`src/rtl/aes_pkg.sv`:
```
// Shared AES constants, GF(2^8) doubling helper and the MixColumns FSM state type.
// No timing of its own; used by the column mixer, its interface and the sequencer.
// No flow control here; handshakes live in the interface and the top.
package aes_pkg;

    localparam int         AES_STATE_W = 128;
    localparam int         AES_COL_W   = 32;
    localparam logic [7:0] AES_POLY    = 8'h1B;

    typedef enum logic [1:0] {
        IDLE = 2'd0,
        BUSY = 2'd1,
        DONE = 2'd2
    } aes_state_t;

    // Multiply by x in GF(2^8) modulo x^8+x^4+x^3+x+1.
    function automatic logic [7:0] xtime(input logic [7:0] x);
        return {x[6:0], 1'b0} ^ (x[7] ? AES_POLY : 8'h00);
    endfunction

endpackage

```
`src/rtl/mix_columns_seq_if.sv`:
```
// State-in / state-out stream bundle for the MixColumns sequencer.
// Carries no timing; both directions are plain valid/ready.
// The producer holds in_* until in_ready; the consumer throttles through out_ready.
interface mix_columns_seq_if;
    import aes_pkg::*;

    logic                   in_valid;
    logic                   in_ready;
    logic [AES_STATE_W-1:0] in_data;
    logic                   in_bypass;
    logic                   out_valid;
    logic                   out_ready;
    logic [AES_STATE_W-1:0] out_data;

    modport slave (
        input  in_valid, in_data, in_bypass, out_ready,
        output in_ready, out_valid, out_data
    );

    modport master (
        output in_valid, in_data, in_bypass, out_ready,
        input  in_ready, out_valid, out_data
    );

endinterface

```
`src/rtl/mix_column_fwd.sv`:
```
// Forward MixColumns on a single 32-bit column (byte 0 at the MSB).
// Purely combinational, zero cycles.
// No flow control; the caller decides when the result is used.
module mix_column_fwd
    import aes_pkg::*;
(
    input  logic [AES_COL_W-1:0] col_in,
    output logic [AES_COL_W-1:0] col_out
);

    logic [7:0] a0, a1, a2, a3;
    logic [7:0] d0, d1, d2, d3;

    assign {a0, a1, a2, a3} = col_in;

    // Doubled bytes; tripling is doubling xor the byte itself.
    assign d0 = xtime(a0);
    assign d1 = xtime(a1);
    assign d2 = xtime(a2);
    assign d3 = xtime(a3);

    assign col_out = {
        d0        ^ (d1 ^ a1) ^ a2        ^ a3,
        a0        ^ d1        ^ (d2 ^ a2) ^ a3,
        a0        ^ a1        ^ d2        ^ (d3 ^ a3),
        (d0 ^ a0) ^ a1        ^ a2        ^ d3
    };

endmodule

```
`src/rtl/mix_columns_seq.sv`:
```
// Sequential MixColumns: loads a 128-bit state, mixes one column per clock, presents the result.
// Latency 5 cycles from the input handshake when mixing, 1 cycle when bypassing.
// Stalls in DONE while out_ready=0; a new state can enter in the same cycle the old one leaves.
module mix_columns_seq
    import aes_pkg::*;
#(
    parameter int NCOL = 4
) (
    input  logic              clk,
    input  logic              rst_n,
    mix_columns_seq_if.slave  bus,
    output logic              busy
);

    localparam int COL_CW = $clog2(NCOL);
    localparam logic [COL_CW-1:0] LAST_COL = COL_CW'(NCOL - 1);

    aes_state_t             state;
    logic [COL_CW-1:0]      col;
    logic [AES_STATE_W-1:0] work;
    logic [AES_COL_W-1:0]   col_cur;
    logic [AES_COL_W-1:0]   col_mixed;
    logic                   in_hs;
    logic                   out_hs;

    // Accept in IDLE, or in DONE when the held result is leaving this very cycle.
    assign bus.in_ready  = (state == IDLE) || ((state == DONE) && bus.out_ready);
    assign bus.out_valid = (state == DONE);
    assign bus.out_data  = work;
    assign busy          = (state == BUSY);

    assign in_hs  = bus.in_valid && bus.in_ready;
    assign out_hs = bus.out_valid && bus.out_ready;

    // Select the column being mixed this cycle (column 0 sits at the MSB).
    always_comb begin
        col_cur = work[127:96];
        case (col)
            2'd0:    col_cur = work[127:96];
            2'd1:    col_cur = work[95:64];
            2'd2:    col_cur = work[63:32];
            2'd3:    col_cur = work[31:0];
            default: col_cur = work[127:96];
        endcase
    end

    // One mixer shared across all four column cycles.
    mix_column_fwd u_mix (
        .col_in  (col_cur),
        .col_out (col_mixed)
    );

    // Control FSM and work register; bypass goes straight to DONE with the raw state.
    always_ff @(posedge clk or negedge rst_n) begin
        if (!rst_n) begin
            state <= IDLE;
            col   <= '0;
            work  <= '0;
        end else begin
            case (state)
                IDLE: begin
                    if (in_hs) begin
                        work  <= bus.in_data;
                        col   <= '0;
                        state <= bus.in_bypass ? DONE : BUSY;
                    end
                end
                BUSY: begin
                    case (col)
                        2'd0:    work[127:96] <= col_mixed;
                        2'd1:    work[95:64]  <= col_mixed;
                        2'd2:    work[63:32]  <= col_mixed;
                        2'd3:    work[31:0]   <= col_mixed;
                        default: work[127:96] <= col_mixed;
                    endcase
                    col <= col + 1'b1;
                    if (col == LAST_COL) begin
                        state <= DONE;
                    end
                end
                DONE: begin
                    if (out_hs) begin
                        if (in_hs) begin
                            work  <= bus.in_data;
                            col   <= '0;
                            state <= bus.in_bypass ? DONE : BUSY;
                        end else begin
                            state <= IDLE;
                        end
                    end
                end
                default: begin
                    state <= IDLE;
                end
            endcase
        end
    end

endmodule

```
`src/flat_wrapper.sv`:
```
// flat-port wrapper written by rule: the top's interface ports become plain ports
module mix_columns_seq_flat import aes_pkg::*;
#(
    parameter int NCOL = 4
)
  (clk, rst_n, busy, bus_in_valid, bus_in_data, bus_in_bypass, bus_out_ready, bus_in_ready, bus_out_valid, bus_out_data);
  mix_columns_seq_if bus_i ();
  input  logic clk;
  input  logic rst_n;
  output logic busy;
  input wire logic [$bits(bus_i.in_valid)-1:0] bus_in_valid;
  input wire logic [$bits(bus_i.in_data)-1:0] bus_in_data;
  input wire logic [$bits(bus_i.in_bypass)-1:0] bus_in_bypass;
  input wire logic [$bits(bus_i.out_ready)-1:0] bus_out_ready;
  output wire logic [$bits(bus_i.in_ready)-1:0] bus_in_ready;
  output wire logic [$bits(bus_i.out_valid)-1:0] bus_out_valid;
  output wire logic [$bits(bus_i.out_data)-1:0] bus_out_data;
  assign bus_i.in_valid = bus_in_valid;
  assign bus_i.in_data = bus_in_data;
  assign bus_i.in_bypass = bus_in_bypass;
  assign bus_i.out_ready = bus_out_ready;
  assign bus_in_ready = bus_i.in_ready;
  assign bus_out_valid = bus_i.out_valid;
  assign bus_out_data = bus_i.out_data;
  mix_columns_seq #(.NCOL(NCOL)) u_core (.clk(clk), .rst_n(rst_n), .bus(bus_i), .busy(busy));
endmodule
```
`config.mk`:
```
export PLATFORM = sky130hd
export DESIGN_NAME = mix_columns_seq_flat
export DESIGN_NICKNAME = d
export VERILOG_FILES = /design/src/rtl/aes_pkg.sv /design/src/rtl/mix_columns_seq_if.sv /design/src/rtl/mix_column_fwd.sv /design/src/rtl/mix_columns_seq.sv /design/src/flat_wrapper.sv
export SDC_FILE = /design/constraint.sdc
export NUM_CORES = 1
export LEC_CHECK = 0
export CORE_MARGIN = 5
export CORE_UTILIZATION = 40
export CTS_CLUSTER_DIAMETER = 50
export CTS_CLUSTER_SIZE = 25
export DETAILED_ROUTE_END_ITERATION = 12
export PLACE_DENSITY = 0.71
export SETUP_SLACK_MARGIN = 0.3
export SLEW_MARGIN = 5
export SYNTH_ARGS = -nofsm -noshare
export SYNTH_HDL_FRONTEND = slang
export SYNTH_SLANG_ARGS = --single-unit
export TNS_END_PERCENT = 1
```
`constraint.sdc`:
```
create_clock -name clk -period 3.25 [get_ports clk]
set_clock_uncertainty 0.1 [all_clocks]
set_input_delay 0.65 -clock clk [delete_from_list [all_inputs] [get_ports clk]]
set_output_delay 0.65 -clock clk [all_outputs]
set_load 0.02 [all_outputs]
```
==> reports/summary.txt, run 1 <==
Pins over their slew limit = 0
Layout cell share with drive strength beyond 1 = 0.08375
Final hold viol count = 0
Detail Route Antenna Nets = 0
# clock sinks = 132
Final TNS setup = 0 ns
DRC viols = 0
Die ar. = 0.02357 sq mm
Final net count = 1,331
R2r setup slk = 0.32 ns
Setup Crit Path Kind = reg -> reg
Rows = 52
Die X = 153.5 um
CP Buf/Inv Count = 3
Worst skew pair latency = 0.42 ns
# diodes = 0
Drt via density = 5.650
Grt ovf = 0
Count of final setup violators = 0
Max-Slew Margin vs Limit = 0.3297
DRT Pass-1 Iters = 7
Port buffer count = 263
Vias = 8,340
CP Launch Type = flip-flop
Die Ht = 153.5 um
Most common cell after layout, fill and taps aside = clkdlybuf4s50_1
DR iter-0 viols = 848
Reg2reg path depth = 10
FF-to-FF End = u_core.bus.out_data[33]$_DFFE_PN0P_
Final worst-path cycle share = 0.9029
Crit path DAT = 3.12 ns
Slowest CP cell = dfrtp_1
Synth Warn # = 0
Netlist cell types = 27
Reg clk slew, reported paths = 0.06 ns
Total GRT Usage = 0.2602
# IOs = 264
Hold Path Class = in -> async
Initial Util = 0.4072
Fmax = 340.8 MHz
Root buf cell = clkbuf_16
Final wirelength = 31.80 mm
Filler cells = 1,761
Post-synth top area share = 0.4009
Stages on the worst setup path = 10
Number of buffers on the longest clock path = 2
Slowest stage delay, CP = 0.41 ns
First-pass GRT wire length = 48.78 mm
CP required = 3.43 ns
TritonCTS clock tree = built
Post-synthesis sequential area ratio = 0.4009
Max-cap violations = 0
Worst setup EP type = flip-flop
#FFs+latches synth = 132
DP HPWL = 23.16 mm
Worst-Margin Slew = 1.002 ns
Post-Syn Instances = 928
Area leader, netlist = dfrtp_1
Core area = 0.02023 sq mm
Status = complete, no violations
Max FO, Critical Path = 17
Most frequent cells in the layout = clkdlybuf4s50_1, dfrtp_1, nand2_1
TritonCTS buffer count = 17
Syn Nets = 1,066
RR Startpoint = u_core.col[0]$_DFFE_PN0P_
Pin count of the biggest net entering global routing = 97
Placer Congestion = 0.9475
Synth Area per Inst = 8.878 sq um
Crit-path leading delay family = compound AO/OA/AOI/OAI gates
Layout area overhead = 46.36%
RSZ-0062 raised after global routing = yes
Synth Cell Area = 0.008239 sq mm
CTS H-tree lvls = 4
Post-layout min period = 2.934 ns
Dominant cells by area after synthesis = dfrtp_1, xnor2_1, xor2_1
Initial antenna violation count = 1
Number of global-route vias before repair = 8,357
Worst path cell trace = inv_1, ha_1, buf_4, a222oi_1, buf_4, xnor2_1, xnor2_1, a21oi_1, xor2_1, o21ai_0
WL/cell = 21.55 um
-- registers in the layout, summed over array words and instances, names as in the netlist --
register and cells:
u_core.bus.out_data 128, u_core.col 2, u_core.state 2
-- worst register-to-register path: cells and delay by family, from the launching register on --
| kind | cells | cell delay (ns) |
|---|---|---|
| xor+xnor | 3 | 0.69 |
| fa+ha+maj | 1 | 0.21 |
| flops | 1 | 0.41 |
| buf+inv | 3 | 0.52 |
| compound gates | 3 | 0.87 |
-- per-layer routing --
metal,up-vias,part of all wire,routed length [um],global-route usage
met5,-,0.00041,13,0
met4,2,0.017,545,0.06392
met3,38,0.083,2650,0.06043
met2,429,0.47,15080,0.4170
met1,4047,0.42,13510,0.3588
li1,3824,-,-,-
-- Yosys cell counts --
cell      instances
inv_1             4
dfrtp_1         132
a22oi_1          63
nand3_1          19
a21oi_1          97
and2_1            5
o31ai_1           1
xor2_1           60
nand2b_1          1
xnor3_1           6
buf_6             4
nand3b_1          1
a31oi_1          14
o21ai_0          86
mux2i_1          11
o21ai_1           6
ha_1              5
nand2_1         105
buf_1             4
and3_1           41
xnor2_1         105
nor2_1           50
o22ai_1           1
buf_2             2
a222oi_1         32
nor2b_1           2
clkbuf_1         71
-- worst max path at each step --
| stage | endpoint | startpoint |
|---|---|---|
| floorplan | u_core.bus.out_data[105]$_DFFE_PN0P_ | u_core.col[0]$_DFFE_PN0P_ |
| global placement | u_core.bus.out_data[46]$_DFFE_PN0P_ | u_core.col[0]$_DFFE_PN0P_ |
| detailed placement | u_core.bus.out_data[14]$_DFFE_PN0P_ | u_core.col[0]$_DFFE_PN0P_ |
| CTS | u_core.bus.out_data[60]$_DFFE_PN0P_ | u_core.col[0]$_DFFE_PN0P_ |
| global route | u_core.bus.out_data[94]$_DFFE_PN0P_ | u_core.col[0]$_DFFE_PN0P_ |
| finish | u_core.bus.out_data[33]$_DFFE_PN0P_ | u_core.col[0]$_DFFE_PN0P_ |
-- kinds of logic after synthesis --
family | after synthesis | synth area share
compound gates | 300 | 0.2234
flops | 132 | 0.4009
mux | 11 | 0.01336
buf+inv | 85 | 0.04267
xor+xnor | 171 | 0.1918
fa+ha+maj | 5 | 0.007593
simple gates | 224 | 0.1203
-- area by class of cell --
class	instances	area, sq um	share of cell area
clock inverter	13	198.9	0.01650
inverter	4	15.01	0.001245
sequential	132	3303	0.2739
tap	270	337.8	0.02801
multi-input combinational	711	4619	0.3831
timing repair buffer	327	3152	0.2614
clock buffer	19	432.9	0.03590
-- through the flow --
stage | instance area (sq um) | std cells | setup WS, ns | hold slack [ns] | utilization
2_1_floorplan | 8239 | 928 | 0.5843 | 0.2544 | -
3_3_place_gp | 11360 | 1439 | 0.1457 | 0.4149 | 0.5614
3_5_place_dp | 11360 | 1439 | 0.1560 | 0.4178 | 0.5614
4_1_cts | 12010 | 1473 | 0.3193 | 0.05956 | 0.5934
5_1_grt | 12060 | 1476 | 0.1713 | 0.06860 | 0.5960
6_report | 12060 | 1476 | 0.3156 | 0.05139 | 0.5960
-- repair_timing --
action | 4_1_cts | 5_1_grt
cloned | 0 | 0
pin swaps | 1 | 3
setup endpoints to repair | 10 | 85
hold buffers | 0 | 0
setup buffers | 2 | 3
resized for setup | 0 | 4
Power of run 1 is not shown: default switching activity piles up to over one toggle a cycle in this logic, so the estimate is an artifact.
==> run 2, diff against run 1 <==
--- a/config.mk
+++ b/config.mk
@@ -5,12 +5,13 @@
 export SDC_FILE = /design/constraint.sdc
 export NUM_CORES = 1
 export LEC_CHECK = 0
+export CORE_ASPECT_RATIO = 0.5
 export CORE_MARGIN = 5
 export CORE_UTILIZATION = 40
 export CTS_CLUSTER_DIAMETER = 50
 export CTS_CLUSTER_SIZE = 25
 export DETAILED_ROUTE_END_ITERATION = 12
-export PLACE_DENSITY = 0.71
+export PLACE_DENSITY = 0.8
 export SETUP_SLACK_MARGIN = 0.3
 export SLEW_MARGIN = 5
 export SYNTH_ARGS = -nofsm -noshare
==> constraint.sdc (replaced) <==
create_clock -name clk -period 3.2 [get_ports clk]
set_clock_uncertainty 0.1 [all_clocks]
set_input_delay 0.64 -clock clk [delete_from_list [all_inputs] [get_ports clk]]
set_output_delay 0.64 -clock clk [all_outputs]
set_load 0.02 [all_outputs]
==> run 2 against run 1 <==
Critical path depth shrank 1. Count of clock-buffer cells in the layout shrank 1. Register-to-register slack lost 0.03 ns. Critical endpoint is now u_core.bus.out_data[112]$_DFFE_PN0P_. Die area grew 0.74%. Sequential share of layout area shrank 0.46 points.
==> reports/summary.txt, run 2 (synthesis results as in run 1) <==
Final TNS setup = 0 ns
Crit path DAT = 3.08 ns
Core area = 0.02042 sq mm
First-pass GRT wire length = 51.25 mm
Max-cap violations = 0
Initial antenna violation count = 0
Hold-fix buffers at CTS = 0
Final hold viol count = 0
Worst-Margin Slew = 1.129 ns
DRC viols = 0
Drt via density = 5.824
Layout cell share with drive strength beyond 1 = 0.1035
TritonCTS clock tree = built
Die X = 213.0 um
Rows = 37
# diodes = 0
CTS H-tree lvls = 4
Most common cell after layout, fill and taps aside = clkdlybuf4s50_1
CP Launch Type = flip-flop
Final Cell Area = 0.01227 sq mm
# clock sinks = 132
Die Ht = 111.5 um
DP HPWL = 24.87 mm
Vias = 8,626
DP Area = 0.01137 sq mm
Worst skew pair latency = 0.42 ns
Worst setup EP type = flip-flop
Placer Congestion = 0.9570
Post-layout min period = 2.914 ns
Number of global-route vias before repair = 8,703
Max FO, Critical Path = 26
Worst path cell trace = inv_1, ha_1, buf_6, a222oi_1, buf_4, xnor2_1, a21oi_1, xor2_1, o21ai_0
DR iter-0 viols = 1,124
Setup Crit Path Kind = reg -> reg
Final worst-path cycle share = 0.9107
Root buf cell = clkbuf_16
Status = complete, no violations
DRT Pass-1 Iters = 8
Slowest CP cell = xor2_1
Max-Slew Margin vs Limit = 0.2448
TritonCTS buffer count = 17
Most frequent cells in the layout = clkdlybuf4s50_1, dfrtp_1, nand2_1
Count of final setup violators = 0
Initial Util = 0.4036
Grt ovf = 0
Reg clk slew, reported paths = 0.07 ns
Pin count of the biggest net entering global routing = 88
# IOs = 264
RSZ-0062 raised after global routing = yes
Fmax = 343.1 MHz
Die ar. = 0.02374 sq mm
Number of flip-flops in the largest register = 128
Final net count = 1,335
Port buffer count = 263
Hold Path Class = in -> async
Final Core Density = 0.6008
Pins over their slew limit = 0
Total GRT Usage = 0.2734
WL/cell = 22.85 um
Slowest stage delay, CP = 0.51 ns
Layout area overhead = 48.87%
CP required = 3.37 ns
Detail Route Antenna Nets = 0
Final wirelength = 33.84 mm
Number of buffers on the longest clock path = 2
-- run 2: cell type report --
cell class              count  area (sq um)
fillers                  1662          8150
multi-input cells         711          4747
flip-flops and latches    132          3303
repair buffers            331          3189
clock buffers              18         439.2
well taps                 273         341.6
clock inverters            12         230.2
inverters                   4         15.01
-- run 2: critical path, delay by kind of cell, from the launching register on --
kind,cells,cell delay [ns]
xor gates and xnor gates,2,0.66
AOI/OAI and AO/OA,3,0.77
buffers and inverters,3,0.59
adders and majority gates,1,0.24
DFF,1,0.41
-- run 2: layer usage --
metal	GRT usage	routed length, um	vias up
li1	-	-	3823
met1	0.3875	14040	4232
met5	0	0	-
met2	0.4272	15700	513
met4	0.07797	728	0
met3	0.05434	3376	58
-- run 2: repair_timing --
item / 4_1_cts / 5_1_grt
setup endpoints to repair: 85 / 128
pin swaps: 3 / 7
cloned: 0 / 0
buffers inserted: 3 / 5
gates resized for setup: 1 / 27
-- run 2: stage by stage --
stage / hold WS, ns / instances / setup WS (ns)
global placement: 0.4062 / 1443 / 0.03645
finish: 0.07741 / 1481 / 0.2857
global route: 0.1064 / 1481 / 0.1606
CTS: 0.08947 / 1476 / 0.1727
floorplan: 0.2444 / 928 / 0.5343
detailed placement: 0.4254 / 1443 / -0.02781
-- run 2: worst paths after layout --
check                                                       endpoint                   startpoint  slack, ns  cells after the start
worst max-delay path            u_core.bus.out_data[112]$_DFFE_PN0P_    u_core.col[0]$_DFFE_PN0P_       0.29                      9
worst min-delay path             u_core.bus.out_data[79]$_DFFE_PN0P_                        rst_n       0.08                      1
worst max register to register  u_core.bus.out_data[112]$_DFFE_PN0P_    u_core.col[0]$_DFFE_PN0P_       0.29                      9
worst min register to register           u_core.state[1]$_DFFE_PN0P_  u_core.state[0]$_DFFE_PN0P_       0.44                      1
max in group asynchronous        u_core.bus.out_data[19]$_DFFE_PN0P_                        rst_n       2.03                      2
min in group clk                         u_core.state[1]$_DFFE_PN0P_  u_core.state[0]$_DFFE_PN0P_       0.44                      1
Power of run 2 is left out for the same reason.
==> run 3, diff against run 2 <==
--- a/config.mk
+++ b/config.mk
@@ -9,7 +9,7 @@
 export CORE_MARGIN = 5
 export CORE_UTILIZATION = 40
 export CTS_CLUSTER_DIAMETER = 50
-export CTS_CLUSTER_SIZE = 25
+export CTS_CLUSTER_SIZE = 40
 export DETAILED_ROUTE_END_ITERATION = 12
 export PLACE_DENSITY = 0.8
 export SETUP_SLACK_MARGIN = 0.3
==> constraint.sdc (replaced) <==
create_clock -name clk -period 3.18 [get_ports clk]
set_clock_uncertainty 0.1 [all_clocks]
set_input_delay 0.636 -clock clk [delete_from_list [all_inputs] [get_ports clk]]
set_output_delay 0.636 -clock clk [all_outputs]
set_load 0.02 [all_outputs]
==> run 3 against run 2 <==
Sequential cell count stayed put. Wire length up 2.0%. Count of clock-buffer cells in the layout is the same. Design area rose by 0.89%. Global-route usage grew 0.38 points. Maximum frequency shrank 1.7%. Sequential share of layout area decreased by 0.24 points. Worst setup slack worse by 0.069 ns. Register-to-register slack lost 0.07 ns.
==> reports/summary.txt, run 3 (synthesis results as in run 1) <==
Status = complete, no violations
Final hold slack = 0.05082 ns
Final wirelength = 34.53 mm
TritonCTS buffer count = 17
Die Ht = 111.5 um
DRC viols = 0
Layout area overhead = 50.19%
CP Launch Type = flip-flop
Initial Util = 0.4036
Final hold viol count = 0
First-pass GRT wire length = 51.98 mm
Post-layout min period = 2.963 ns
Final Core Density = 0.6061
Port buffer count = 263
RSZ-0062 raised after global routing = yes
Die ar. = 0.02374 sq mm
Post-route setup slack = 0.2165 ns
Reg clk slew, reported paths = 0.07 ns
Number of global-route vias before repair = 8,851
Placer Congestion = 0.9616
Count of final setup violators = 0
Max-cap violations = 0
Layout cell share with drive strength beyond 1 = 0.1212
Fmax = 337.4 MHz
Number of flip-flops in the largest register = 128
Final net count = 1,338
Most frequent cells in the layout = clkdlybuf4s50_1, dfrtp_1, nand2_1
CP required = 3.39 ns
Worst setup EP type = flip-flop
Place WS = -0.07064 ns
Setup Crit Path Kind = reg -> reg
# diodes = 0
WL/cell = 23.23 um
Number of buffers on the longest clock path = 2
Rows = 37
Pin count of the biggest net entering global routing = 64
DR iter-0 viols = 1,333
Detail Route Antenna Nets = 0
# clock sinks = 132
DRT Pass-1 Iters = 8
Vias = 8,781
Drt via density = 5.909
Grt ovf = 0
Die X = 213.0 um
Hold-fix buffers at CTS = 0
Worst skew pair latency = 0.43 ns
Max-Slew Margin vs Limit = 0.1884
Worst-Margin Slew = 1.213 ns
DP HPWL = 25.05 mm
TritonCTS clock tree = built
Total GRT Usage = 0.2773
Initial antenna violation count = 0
Core area = 0.02042 sq mm
Final worst-path cycle share = 0.9319
Most common cell after layout, fill and taps aside = clkdlybuf4s50_1
# IOs = 264
Final Non-Filler Cells = 1,486
CTS H-tree lvls = 4
Root buf cell = clkbuf_16
Hold Path Class = in -> async
Pins over their slew limit = 0
Crit path DAT = 3.17 ns
Placed Cells = 1,445
Max FO, Critical Path = 34
run 3: cell count changes in the layout (fill, tap and decap cells not counted), sizes merged:
| cell | change |
|---|---|
| buf | +2 |
| bufbuf | +1 |
| bufinv | -4 |
| clkinvlp | +2 |
| inv | +4 |
run 3: area by class of cell:
| type | count | area, sq um |
|---|---|---|
| Sequential cell | 132 | 3303 |
| Clock inverter | 14 | 152.6 |
| Timing Repair Buffer | 334 | 3266 |
| Fill cell | 1625 | 8041 |
| Tap cell | 273 | 341.6 |
| Clock buffer | 18 | 429.2 |
| Inverter | 4 | 15.01 |
| Multi-Input combinational cell | 711 | 4867 |
run 3: routing by layer:
layer / vias up / track usage / part of all wire
li1: 3826 / - / -
met2: 555 / 0.4331 / 0.46
met4: 0 / 0.09203 / 0.029
met5: - / 0 / 0
met1: 4319 / 0.3839 / 0.42
met3: 81 / 0.06081 / 0.097
run 3: path summary, 6_finish.rpt:
kind                                             startpoint                                   end  slack (ns)  depth (start not counted)
max in group asynchronous                             rst_n   u_core.bus.out_data[73]$_DFFE_PN0P_        2.14                          2
worst min-delay path                                  rst_n  u_core.bus.out_data[117]$_DFFE_PN0P_        0.05                          1
worst min register to register  u_core.state[0]$_DFFE_PN0P_           u_core.state[1]$_DFFE_PN0P_        0.43                          1
worst max register to register    u_core.col[1]$_DFFE_PN0P_  u_core.bus.out_data[111]$_DFFE_PN0P_        0.22                         11
worst max-delay path              u_core.col[1]$_DFFE_PN0P_  u_core.bus.out_data[111]$_DFFE_PN0P_        0.22                         11
min in group clk                u_core.state[0]$_DFFE_PN0P_           u_core.state[1]$_DFFE_PN0P_        0.43                          1
run 3: stage by stage:
stage               TNS, ns  instance area [sq um]
finish                    0                  12370
global route              0                  12370
CTS                       0                  12090
detailed placement  -0.3402                  11420
global placement          0                  11420
floorplan                 0                   8239
run 3: what timing repair did:
item | in CTS | in global routing
pin swaps | 6 | 19
setup endpoints to repair | 115 | 117
buffers inserted | 5 | 4
cloned | 0 | 0
resized for setup | 10 | 44
run 3: worst max-delay path, cell delays in order, from the launching register on:
cell      delay [ns]
dfrtp_1         0.42
inv_1           0.13
ha_1            0.23
buf_12          0.20
a222oi_1        0.33
buf_4           0.21
buf_4           0.14
xnor2_1         0.09
mux2i_1         0.48
xnor2_2         0.24
nor2_1          0.22
a21oi_2         0.05
Power of run 3 is left out for the same reason.
